**src/rtl/regfile_wb_if.sv**
```systemverilog
// Signal bundle between execute/memory, decode and the register-file write port.
// The master drives results and queries; the slave is the write-back controller.
interface regfile_wb_if #(
    parameter int DEPTH  = 4,
    parameter int DATA_W = 32
);
    logic                   alu_valid;
    logic [4:0]             alu_rd;
    logic [DATA_W-1:0]      alu_data;
    logic                   ld_valid;
    logic                   ld_ready;
    logic [4:0]             ld_rd;
    logic [DATA_W-1:0]      ld_data;
    logic                   issue_ld;
    logic [4:0]             issue_rd;
    logic [4:0]             rs1;
    logic [4:0]             rs2;
    logic                   stall_rs1;
    logic                   stall_rs2;
    logic                   reg_write;
    logic [4:0]             wr_addr;
    logic [DATA_W-1:0]      wr_data;
    logic [$clog2(DEPTH):0] pending;

    modport master (
        output alu_valid, alu_rd, alu_data,
        output ld_valid, ld_rd, ld_data,
        output issue_ld, issue_rd, rs1, rs2,
        input  ld_ready, stall_rs1, stall_rs2,
        input  reg_write, wr_addr, wr_data, pending
    );

    modport slave (
        input  alu_valid, alu_rd, alu_data,
        input  ld_valid, ld_rd, ld_data,
        input  issue_ld, issue_rd, rs1, rs2,
        output ld_ready, stall_rs1, stall_rs2,
        output reg_write, wr_addr, wr_data, pending
    );
endinterface

```
**src/rtl/regfile_wb_ctrl.sv**
```systemverilog
// Register-file write-port owner: merges ALU results with FIFO-buffered load
// results and keeps a per-register busy scoreboard for decode operand stalls.
module regfile_wb_ctrl #(
    parameter int DEPTH  = 4,
    parameter int DATA_W = 32
) (
    input  logic        clk,
    input  logic        reset,
    regfile_wb_if.slave wb
);
    localparam int AW = $clog2(DEPTH);
    localparam int CW = AW + 1;
    localparam logic [CW-1:0] DEPTH_C = CW'(DEPTH);

    logic [DATA_W-1:0] fifo_data [DEPTH];
    logic [4:0]        fifo_rd   [DEPTH];
    logic [AW-1:0]     rd_ptr;
    logic [AW-1:0]     wr_ptr;
    logic [CW-1:0]     count;
    logic              push;
    logic              pop;
    logic              alu_win;
    logic [4:0]        head_rd;
    logic [DATA_W-1:0] head_data;

    logic              vld_p1;
    logic              fifo_src_p1;
    logic [4:0]        addr_p1;
    logic [DATA_W-1:0] data_p1;

    logic [31:0]       busy;
    logic [31:0]       busy_nxt;

    // An ALU result to x0 is dropped and does not block the FIFO.
    assign alu_win     = wb.alu_valid && (wb.alu_rd != 5'd0);
    assign wb.ld_ready = (count < DEPTH_C);
    assign push        = wb.ld_valid && wb.ld_ready;
    assign pop         = !alu_win && (count != '0);
    assign head_rd     = fifo_rd[rd_ptr];
    assign head_data   = fifo_data[rd_ptr];

    // Stage p0: load-result FIFO storage and occupancy
    always_ff @(posedge clk) begin
        if (push) begin
            fifo_rd[wr_ptr]   <= wb.ld_rd;
            fifo_data[wr_ptr] <= wb.ld_data;
        end
    end

    always_ff @(posedge clk) begin
        if (!reset) begin
            rd_ptr <= '0;
            wr_ptr <= '0;
            count  <= '0;
        end else begin
            if (push) begin
                wr_ptr <= wr_ptr + 1'b1;
            end
            if (pop) begin
                rd_ptr <= rd_ptr + 1'b1;
            end
            case ({push, pop})
                2'b10:   count <= count + 1'b1;
                2'b01:   count <= count - 1'b1;
                default: count <= count;
            endcase
        end
    end

    // Stage p1: registered write port, ALU first, FIFO head otherwise
    always_ff @(posedge clk) begin
        if (!reset) begin
            vld_p1      <= 1'b0;
            fifo_src_p1 <= 1'b0;
            addr_p1     <= '0;
            data_p1     <= '0;
        end else if (alu_win) begin
            vld_p1      <= 1'b1;
            fifo_src_p1 <= 1'b0;
            addr_p1     <= wb.alu_rd;
            data_p1     <= wb.alu_data;
        end else if (pop) begin
            vld_p1      <= (head_rd != 5'd0);
            fifo_src_p1 <= 1'b1;
            if (head_rd != 5'd0) begin
                addr_p1 <= head_rd;
                data_p1 <= head_data;
            end
        end else begin
            vld_p1      <= 1'b0;
            fifo_src_p1 <= 1'b0;
        end
    end

    // A newly issued load to the same register outranks the write retiring now.
    always_comb begin
        busy_nxt = busy;
        if (vld_p1 && fifo_src_p1) begin
            busy_nxt[addr_p1] = 1'b0;
        end
        if (wb.issue_ld && (wb.issue_rd != 5'd0)) begin
            busy_nxt[wb.issue_rd] = 1'b1;
        end
        busy_nxt[0] = 1'b0;
    end

    always_ff @(posedge clk) begin
        if (!reset) begin
            busy <= '0;
        end else begin
            busy <= busy_nxt;
        end
    end

    assign wb.stall_rs1 = busy[wb.rs1];
    assign wb.stall_rs2 = busy[wb.rs2];
    assign wb.reg_write = vld_p1;
    assign wb.wr_addr   = addr_p1;
    assign wb.wr_data   = data_p1;
    assign wb.pending   = count;
endmodule

```
**src/flat_wrapper.sv**
```systemverilog
// flat-port wrapper written by rule: the top's interface ports become plain ports
module regfile_wb_ctrl_flat 
#(
    parameter int DEPTH  = 4,
    parameter int DATA_W = 32
)
  (clk, reset, wb_alu_valid, wb_alu_rd, wb_alu_data, wb_ld_valid, wb_ld_rd, wb_ld_data, wb_issue_ld, wb_issue_rd, wb_rs1, wb_rs2, wb_ld_ready, wb_stall_rs1, wb_stall_rs2, wb_reg_write, wb_wr_addr, wb_wr_data, wb_pending);
  regfile_wb_if #(.DEPTH(DEPTH), .DATA_W(DATA_W)) wb_i ();
  input  logic clk;
  input  logic reset;
  input wire logic [$bits(wb_i.alu_valid)-1:0] wb_alu_valid;
  input wire logic [$bits(wb_i.alu_rd)-1:0] wb_alu_rd;
  input wire logic [$bits(wb_i.alu_data)-1:0] wb_alu_data;
  input wire logic [$bits(wb_i.ld_valid)-1:0] wb_ld_valid;
  input wire logic [$bits(wb_i.ld_rd)-1:0] wb_ld_rd;
  input wire logic [$bits(wb_i.ld_data)-1:0] wb_ld_data;
  input wire logic [$bits(wb_i.issue_ld)-1:0] wb_issue_ld;
  input wire logic [$bits(wb_i.issue_rd)-1:0] wb_issue_rd;
  input wire logic [$bits(wb_i.rs1)-1:0] wb_rs1;
  input wire logic [$bits(wb_i.rs2)-1:0] wb_rs2;
  output wire logic [$bits(wb_i.ld_ready)-1:0] wb_ld_ready;
  output wire logic [$bits(wb_i.stall_rs1)-1:0] wb_stall_rs1;
  output wire logic [$bits(wb_i.stall_rs2)-1:0] wb_stall_rs2;
  output wire logic [$bits(wb_i.reg_write)-1:0] wb_reg_write;
  output wire logic [$bits(wb_i.wr_addr)-1:0] wb_wr_addr;
  output wire logic [$bits(wb_i.wr_data)-1:0] wb_wr_data;
  output wire logic [$bits(wb_i.pending)-1:0] wb_pending;
  assign wb_i.alu_valid = wb_alu_valid;
  assign wb_i.alu_rd = wb_alu_rd;
  assign wb_i.alu_data = wb_alu_data;
  assign wb_i.ld_valid = wb_ld_valid;
  assign wb_i.ld_rd = wb_ld_rd;
  assign wb_i.ld_data = wb_ld_data;
  assign wb_i.issue_ld = wb_issue_ld;
  assign wb_i.issue_rd = wb_issue_rd;
  assign wb_i.rs1 = wb_rs1;
  assign wb_i.rs2 = wb_rs2;
  assign wb_ld_ready = wb_i.ld_ready;
  assign wb_stall_rs1 = wb_i.stall_rs1;
  assign wb_stall_rs2 = wb_i.stall_rs2;
  assign wb_reg_write = wb_i.reg_write;
  assign wb_wr_addr = wb_i.wr_addr;
  assign wb_wr_data = wb_i.wr_data;
  assign wb_pending = wb_i.pending;
  regfile_wb_ctrl #(.DEPTH(DEPTH), .DATA_W(DATA_W)) u_core (.clk(clk), .reset(reset), .wb(wb_i));
endmodule
```
**config.mk**
```make
export PLATFORM = sky130hd
export DESIGN_NAME = regfile_wb_ctrl_flat
export DESIGN_NICKNAME = d
export VERILOG_FILES = /design/src/rtl/regfile_wb_if.sv /design/src/rtl/regfile_wb_ctrl.sv /design/src/flat_wrapper.sv
export SDC_FILE = /design/constraint.sdc
export NUM_CORES = 1
export LEC_CHECK = 0
export ABC_CLOCK_PERIOD_IN_PS = 3150
export CAP_MARGIN = 40
export CORE_MARGIN = 1.5
export CORE_UTILIZATION = 40
export DETAILED_ROUTE_END_ITERATION = 6
export GPL_TIMING_DRIVEN = 0
export HOLD_SLACK_MARGIN = 0.15
export PLACE_DENSITY = 0.69
export SLEW_MARGIN = 10
export SYNTH_ARGS = -nofsm -noshare
export SYNTH_HDL_FRONTEND = slang
export SYNTH_SLANG_ARGS = --single-unit
export TNS_END_PERCENT = 30
```
**constraint.sdc**
```tcl
create_clock -name clk -period 3.15 [get_ports clk]
set_input_delay 0.4725 -clock clk [delete_from_list [all_inputs] [get_ports clk]]
set_output_delay 0.4725 -clock clk [all_outputs]
set_load 0.005 [all_outputs]
```
# Word-level counts from Yosys, hierarchy flattened
# Memory sizes are Yosys's and may differ from the RTL's. A register that Yosys moved wholly into a read port is not among the register bits.
# Index checks and enable logic that the tools add are counted.
op_classes:
  add_sub_neg: 4
  n_lt_le_gt_ge: 7
  eq_ne: 2
  mux: 26
  bitwise_logic: 4
  n_reduce_logical: 17
op_table:
  columns: ["operator", "n"]
  rows:
  - ["32-bit 2-to-1 mux", 5]
  - ["32-bit bitwise AND", 1]
  - ["32-bit inverter", 1]
  - ["32-bit OR", 1]
  - ["5-bit by 6-bit less-than comparator with 1-bit output (second input constant)", 4]
  - ["5-bit 2-to-1 mux", 3]
  - ["5-bit nonzero test", 3]
  - ["1-bit binary-select mux with 5-bit select", 2]
  - ["1-bit demux with 5-bit select", 2]
  - ["5-bit by 1-bit >= comparator with 1-bit output (second input constant)", 2]
  - ["1-bit 2-to-1 mux", 9]
  - ["2-bit 2-to-1 mux", 4]
  - ["1-bit logical AND", 7]
  - ["3-bit one-hot mux with 2 select lines", 1]
  - ["2-bit nonzero test", 3]
  - ["2-bit by 1-bit adder with 2-bit output (second input constant)", 2]
  - ["3-bit by 1-bit adder with 3-bit output (second input constant)", 1]
  - ["3-bit less-than comparator (second input constant)", 1]
  - ["3-bit nonzero test", 1]
  - ["3-bit by 1-bit subtractor with 3-bit output (second input constant)", 1]
  - ["2-bit by 1-bit equality test with 1-bit output (second input constant)", 1]
  - ["2-bit equality test (second input constant)", 1]
  - ["2-bit AND reduction", 1]
  - ["2-bit OR reduction", 1]
  - ["2 further kinds", 2]
word_totals:
  reg_bits: 78
  ram_bits: 148
  inputBits: 94
  output_inout_bits: 44
  word_cells: 71
  mem_count: 2
mem_list:
  columns: ["name", "words", "word_bits", "read_ports", "rd_clocked_by_memory_dff", "wr", "line_no", "text"]
  rows:
  - ["u_core.fifo_data", 4, 32, 1, 1, 1, "regfile_wb_ctrl.sv:15", "logic [DATA_W-1:0] fifo_data [DEPTH];"]
  - ["u_core.fifo_rd", 4, 5, 1, 1, 1, "regfile_wb_ctrl.sv:16", "logic [4:0] fifo_rd [DEPTH];"]

# Depth between registers and ports, before layout
# Gate-level depths: netlist of run 1.
logic_depth:
  ltp_word: 9
  mapped_depth: 10
  depth_no_buf: 9

# Worst setup path after synthesis of run 1
# No wires, ideal clock.
synth_timing:
  path_type: "input to register"
  from: "input wb_alu_rd[0]"
  to: "register u_core.count[2], in the netlist u_core.wb.pending[2]"
  setup_ns: 0.070
  arrival_time_ns: 2.628
  required_ns: 3.080
  setup_slack_ns: 0.452
  path_stages: 10
  n_path_buf: 1
  path_cell_list: "nor4_2 a21oi_1 clkbuf_1 nor2_1 ha_1 inv_1 fa_1 xor2_1 or3_1 a21oi_1"
synth_via:
  elab_chain_len: 6
  elab_cells_between_ends: 8
  classes_between: "eq/ne: 2; mux: 1; reduce/logical: 5"
synth_rtl:
  columns: ["element", "line_no", "text"]
  rows:
  - ["start, declared", "flat_wrapper.sv:12", "input wire logic [$bits(wb_i.alu_rd)-1:0] wb_alu_rd;"]
  - ["5-bit nonzero test *", "regfile_wb_ctrl.sv:35", "assign alu_win = wb.alu_valid && (wb.alu_rd != 5'd0);"]
  - ["1-bit logical AND *", "regfile_wb_ctrl.sv:35", null]
  - ["1-bit zero test *", "regfile_wb_ctrl.sv:38", "assign pop = !alu_win && (count != '0);"]
  - ["1-bit logical AND *", "regfile_wb_ctrl.sv:38", null]
  - ["net u_core.pop", "regfile_wb_ctrl.sv:21", "logic pop;"]
  - ["2-bit by 1-bit equality test with 1-bit output or 2-bit equality test (tied branches)", "regfile_wb_ctrl.sv:62", "case ({push, pop})"]
  - ["3-bit one-hot mux with 2 select lines or 2-bit nonzero test (tied branches)", null, null]
  - ["end signal, assigned", "regfile_wb_ctrl.sv:63", "2'b10: count <= count + 1'b1;"]
  - ["end signal, assigned", "regfile_wb_ctrl.sv:64", "2'b01: count <= count - 1'b1;"]
  - ["end signal, assigned", "regfile_wb_ctrl.sv:65", "default: count <= count;"]
  - ["end, declared", "regfile_wb_ctrl.sv:19", "logic [CW-1:0] count;"]
# Mark *: on every way through the listed nets, which the timed path passes. The rest lies on a longest branch.
# A chain may end at the register's enable or synchronous reset.

# Worst setup path in the final report of run 1
layout_timing:
  from: "input wb_rs1[1]"
  to: "output wb_stall_rs1"
layout_via:
  elab_chain_len: 2
layout_rtl:
  columns: ["element", "line_no", "text"]
  rows:
  - ["start, declared", "flat_wrapper.sv:19", "input wire logic [$bits(wb_i.rs1)-1:0] wb_rs1;"]
  - ["1-bit binary-select mux with 5-bit select", "regfile_wb_ctrl.sv:115", "assign wb.stall_rs1 = busy[wb.rs1];"]
  - ["1-bit 2-to-1 mux (not written as such)", "regfile_wb_ctrl.sv:115", null]
  - ["end, declared", "flat_wrapper.sv:22", "output wire logic [$bits(wb_i.stall_rs1)-1:0] wb_stall_rs1;"]
# Every way passes these cells. The select of a mux whose other input is x is not followed.

==> run_results.csv, run 1 <==
group,metric,value,unit
worst_hold_path,hold_class,"flop to flop",
global_routing,grt_max_degree,30,
logic_synthesis,synthCells,670,
timing,final_hold_viol_count,0,
power,p_sw_share,28.2,%
logic_synthesis,synth.most_common_cell,"edfxtp_1",
global_routing,grt_pass1_wl,36.9,mm
logic_synthesis,synth_area,9630,µm²
placed_design,port_buffers,133,
setup_path,path_cells,"clkbuf_1 -> mux4_2 -> mux4_2 -> mux2_2 -> clkdlybuf4s50_1",
job,cap_violations,0,
setup_path,cp_max_fo,9,
placed_design,gp_congestion,0.805,
global_routing,grt_use_met1,25.5,%
power,power_frac_clock,32.0,%
setup_path,worst-path-buf-inv,2,
global_routing,busiest_layer,"met2",
final_layout,drive_gt1_share,17.6,%
power,ir_drop,0.484,mV
clocking,cts_hold_repair.buffers,0,
logic_synthesis,synth_ff_type,"edfxtp_1",
global_routing,antenna_found_initial,3,
global_routing,gr-total-overflow,0,
timing,max_slew_margin,51.4,%
global_routing,first_global_vias,6623,
timing,hold_slack,491,ps
logic_synthesis,synth_cell_types,43,
clocking,clkSinkCount,227,
logic_synthesis,ys_seq_area_share,62.6,%
logic_synthesis,synth.area.top_cells,"edfxtp_1 46%, dfxtp_1 16%, mux4_2 13%",
logic_synthesis,yosysWarnings,0,
setup_path,crit_slowest_cell,"clkbuf_1",
timing,fin_crit,3010,ps
setup_path,crit_path_end_kind,"primary output",
setup_path,cp-start-kind,"primary input",
clocking,cts_setup_buffers,0,
logic_synthesis,synth_edf_count,148,
setup_path,cp_top_family,"multiplexers",
setup_path,worst_path_largest_cell_delay,460,ps
logic_synthesis,ys_async_sr_fraction,0,%
drt,antenna_left,0,
drt,wire_per_inst,20.4,µm
power,power,9.10,mW
drt,via_per_inst,5.64,
floorplanning,fp.dieW,158,µm
power,cellInternalPower,6.53,mW
timing,skew,26.2,ps
power,p_leak,3.94,nW
placed_design,hpwlAfterDp,16.4,mm
global_routing,grtUsageMet3,4.27,%
drt,num_vias,6648,
clocking,clk_path_buf_depth,3,
clocking,cts_max_level,1,
drt,routed_wl,24.1,mm
clocking,clk_latency,530,ps
setup_path,crit_arrival,2540,ps
timing,maxSlewViolCount,0,
logic_synthesis,syn_area_per_cell,14.4,µm²
drt,drt_first_pass_iters,5,
floorplanning,ios,138,
logic_synthesis,yosysTopAreaCell,"edfxtp_1",
floorplanning,design.core.area,23500,µm²
logic_synthesis,ys_ff_latch,227,
status,status,"completed",
final_layout,area_delta_synth_final,28.1,%
logic_synthesis,synth_nets,770,
logic_synthesis,ys_top_cells_by_count,"148 x edfxtp_1, 79 x dfxtp_1, 72 x a211oi_1, 54 x mux4_2, 44 x a21oi_1",
floorplanning,dieArea,25000,µm²
power,netSwitchingPower,2.57,mW
floorplanning,initial_core_util,40.9,%
setup_path,worstSetupPathType,"primary input to primary output",
final_layout,postLayoutCellArea,12300,µm²
power,seqPwrFrac,42.0,%
timing,tns,0,ps
clocking,root_buffer,"clkbuf_16",
clocking,ctsResizeCount,2,
timing,setup_viol,0,
final_layout,final_nets,940,
floorplanning,num_rows,56,
clocking,cts_tree,"built",
drt,drt_iter0_markers,394,
drt,drc,0,
clocking,cts_made_buffers,25,
global_routing,use_met2,32.6,%
setup_path,cp_common_cell,"mux4_2",
logic_synthesis,yosys.area.top_type_share,46.1,%
timing,tightestPinTransition,726,ps
placed_design,placed_area,11500,µm²
timing,timing.final.crit_share,95.6,%
clocking,clk_pin_slew,50,ps
setup_path,critPathRequiredTime,2680,ps
power,power_density,737,nW/µm²
global_routing,grt_usage,19.6,%
floorplanning,die_height,158,µm
timing,rsz0062_at_grt,"false",
power,combPwrFrac,26.1,%
timing,max_freq,0.332,GHz
layout make-up:
class                      count  area, µm²
fill                        2055      11200
sequential                   227       6030
multi-input combinational    381       3350
timing repair buffer         143       1470
clock buffer                  39        698
tap                          319        399
buffer                        51        230
clock inverter                 7        121
inverter                      11       41.3
antenna                        1       2.50
registers in the layout (all words and copies together) (netlist names), named ones only:
signal and count:
u_core.wb.reg_write 1, u_core.wb.wr_data 32, u_core.wr_ptr 2, u_core.wb.pending 3
u_core.fifo_src_p1 1, u_core.fifo_rd 20, u_core.wb.wr_addr 5, u_core.busy 31
u_core.rd_ptr 2, u_core.fifo_data 128
power groups by stage:
| stage | sequential [mW] | clock [mW] | combinational, mW |
|---|---|---|---|
| 2_1_floorplan | 3.82 | 0 | 1.41 |
| 3_3_place_gp | 3.88 | 0 | 2.27 |
| 3_5_place_dp | 3.87 | 0 | 2.39 |
| 4_1_cts | 3.81 | 2.94 | 2.40 |
| 5_1_grt | 3.85 | 3.07 | 2.58 |
| 6_report | 3.82 | 2.91 | 2.37 |
path summary, 6_finish.rpt:
check                                  start                                 to  slack, ps  cells past startpoint
hold reg to reg   u_core.busy[12]$_SDFF_PN0_         u_core.busy[12]$_SDFF_PN0_        490                      2
hold / removal    u_core.busy[12]$_SDFF_PN0_         u_core.busy[12]$_SDFF_PN0_        490                      2
setup reg to reg                        flop  u_core.wb.wr_data[1]$_SDFFE_PN0P_        350                      6
setup / recovery                   wb_rs1[1]                       wb_stall_rs1        140                      5
through the flow:
step           worst slack (ps)  utilization [%]  std cells
2_1_floorplan               452                -        670
3_3_place_gp               -894             48.3       1122
3_5_place_dp               -411             48.9       1132
4_1_cts                     103             52.3       1178
5_1_grt                    57.2             52.4       1179
6_report                    140             52.4       1179
routing by layer:
metal	routed length [µm]	up-vias
met5	27	-
met4	665	4
met3	1790	52
met2	11600	256
met1	9960	3306
li1	-	3030
worst min-delay path: stages (launching register included):
cell	delay [ps]
dfxtp_1	320
o21ai_0	70
a21oi_1	60
cell families (layout without fill, tap and decap cells):
group	Yosys count	count (layout)	share of synthesized area [%]
adders and majority gates	6	6	0.857
other	0	1	0
AOI/OAI and AO/OA	191	191	14.1
DFF	227	227	62.6
muxes	62	62	13.5
and+or+nand+nor	119	119	5.90
buffers and inverters	62	251	2.78
xor gates and xnor gates	3	3	0.273
layout by cell type (no fill, tap or decap), drive strengths merged, types with 3 or more instances in the layout:
cell type	synthesis	layout
edfxtp	148	148
clkdlybuf4s50	0	133
dfxtp	79	79
clkbuf	40	79
a211oi	72	72
mux4	54	54
a21oi	44	44
nor2	43	43
o21ai	39	39
nand2	37	37
o221a	32	32
buf	11	21
inv	9	10
nor3	7	7
mux2i	5	5
ha	5	5
and2	4	4
nor3b	4	4
or3	4	4
mux2	3	3
and3b	3	3
nand3b	3	3
nand3	3	3
bufinv	0	3
clkinvlp	0	3
Note: power is estimated with default switching activity, not from simulation.
==> run 2: changes to the inputs <==
SETUP_SLACK_MARGIN = 0.3   (was unset)
==> run 2 against run 1 <==
Against the previous run:
- power hardly changed
- register-to-register slack gained 210 ps
- worst setup slack better by 110 ps
- worst hold slack better by 0.70 ps
- die area is the same
- via count rose by 0.35%
- combinational power about the same
- sequential power about the same
- largest cell class unchanged
==> run_results.csv, run 2 (synthesis gave the netlist of run 1 again) <==
group,metric,value,unit
final_layout,final_nets,941,
final_layout,largest-register,"u_core.fifo_data",
final_layout,area_delta_synth_final,28.3,%
drt,num_vias,6671,
setup_path,crit_path_end_kind,"flop",
setup_path,critPathRequiredTime,3590,ps
timing,final_hold_viol_count,0,
timing,setup_viol,0,
power,power_density,736,nW/µm²
clocking,clk_path_buf_depth,3,
global_routing,gr-total-overflow,0,
final_layout,regArea,6030,µm²
floorplanning,design.core.area,23500,µm²
drt,routed_wl,24.1,mm
global_routing,grt_pass1_wl,37.0,mm
drt,antenna_left,0,
clocking,cts_tree,"built",
setup_path,crit_arrival,3340,ps
drt,drt_first_pass_iters,5,
timing,rsz0062_at_grt,"true",
clocking,cts_made_buffers,25,
floorplanning,fp.dieW,158,µm
timing,maxSlewViolCount,0,
power,p_leak,3.98,nW
floorplanning,dieArea,25000,µm²
clocking,cts_hold_repair.buffers,0,
timing,max_freq,0.344,GHz
global_routing,first_global_vias,6637,
timing,max_slew_margin,50.0,%
floorplanning,die_height,158,µm
global_routing,grt_max_degree,30,
setup_path,worstSetupStartpoint,"wb_alu_rd[4]",
final_layout,drive_gt1_share,18.0,%
placed_design,hpwlAfterDp,16.4,mm
placed_design,port_buffers,133,
global_routing,grt_usage,19.6,%
final_layout,utilization,52.5,%
setup_path,cp_max_fo,10,
setup_path,rr_worst_depth,6,
final_layout,multi_input_area,3350,µm²
drt,wire_per_inst,20.5,µm
worst_hold_path,hold_class,"flop to flop",
setup_path,r2r_slack,560,ps
global_routing,antenna_found_initial,3,
timing,tightestPinTransition,747,ps
clocking,cts_max_level,1,
final_layout,final.fill_count,2053,
final_layout,layout_commonest_cell,"edfxtp_1",
clocking,clk_latency,530,ps
clocking,clkSinkCount,227,
worst_hold_path,hold_path_depth,2,
timing,skew,24.8,ps
timing,fin_crit,2910,ps
job,cap_violations,0,
power,power,9.10,mW
final_layout,largest_register_ffs,128,
setup_path,r2r-end,"u_core.wb.wr_data[1]$_SDFFE_PN0P_",
clocking,clk_pin_slew,60,ps
floorplanning,initial_core_util,40.9,%
floorplanning,num_rows,56,
worst_hold_path,holdPathEnd,"u_core.busy[12]$_SDFF_PN0_",
drt,drt_iter0_markers,384,
setup_path,cp-start-kind,"primary input",
final_layout,final_cell_mix,"148 x edfxtp_1, 131 x clkdlybuf4s50_1, 79 x dfxtp_1",
drt,drc,0,
clocking,root_buffer,"clkbuf_16",
placed_design,gp_congestion,0.805,
floorplanning,ios,138,
worst_hold_path,min_from,"u_core.busy[12]$_SDFF_PN0_",
status,status,"completed",
timing,timing.final.crit_share,92.2,%
setup_path,worstSetupPathType,"primary input to flop",
timing,tns,0,ps
drt,via_per_inst,5.65,
power,ir_drop,0.482,mV
[run 2: cell count changes in the layout (fill, tap and decap cells not counted)]
cell / before / now
dlygate4sd2_1: 0 / 1
buf_4: 1 / 2
clkdlybuf4s50_1: 133 / 131
dlymetal6s2s_1: 0 / 1
clkbuf_4: 0 / 2
buf_2: 5 / 6
clkbuf_1: 48 / 45
[run 2: worst max-delay path, stage by stage]
cell and delay [ps]:
clkdlybuf4s50_1 510, nor4_4 360, buf_4 220, a21oi_1 160
buf_2 240, nor2_1 130, ha_1 210, inv_1 60
fa_1 380, xor2_1 160, or3_1 300, a21oi_1 140
[run 2: where the power goes]
group | leakage, nW | internal (mW) | switching [mW]
combinational | 1.59 | 1.17 | 1.20
sequential | 2.01 | 3.59 | 0.226
clock | 0.384 | 1.77 | 1.14
total | 3.98 | 6.53 | 2.57
[run 2: repair_timing]
action | CTS | global route
setup buffers | 0 | 1
resized for setup | 7 | 8
pin swaps | 0 | 1
endpoints found under the setup margin | 3 | 34
[run 2: cell type report]
class / instances / area share (%)
multi-input combinational: 381 / 27.1
buffer: 51 / 1.93
clock buffer: 39 / 5.65
clock inverter: 7 / 0.982
sequential: 227 / 48.8
antenna: 1 / 0.0203
timing repair buffer: 144 / 11.9
tap: 319 / 3.23
inverter: 11 / 0.334
[run 2: worst max path at each step]
stage | slack (ps) | cells past startpoint | to
floorplan | 450 | 10 | u_core.wb.pending[2]$_SDFFE_PN0P_
global placement | -890 | 11 | u_core.wb.pending[2]$_SDFFE_PN0P_
detailed placement | -410 | 12 | u_core.wb.pending[2]$_SDFFE_PN0P_
CTS | 160 | 5 | wb_stall_rs1
global route | 120 | 12 | u_core.wb.pending[2]$_SDFFE_PN0P_
finish | 240 | 12 | u_core.wb.pending[2]$_SDFFE_PN0P_
[run 2: metal layers]
layer  vias to the layer above  GRT usage, %  wire length (µm)
met3                        49          4.27              1880
met4                         4          6.50               652
li1                       3029             -                 -
met2                       271          32.6             11700
met1                      3318          25.5              9920
met5                         -             0                27
[run 2: per-stage QoR]
stage               instance area (µm²)  std cells  hold WS, ps  setup WS, ps
floorplan                          9630        670          455           452
global placement                  11400       1122          472          -894
detailed placement                11500       1132          473          -411
CTS                               12300       1178          488           157
global route                      12400       1180          509           120
finish                            12400       1180          492           245
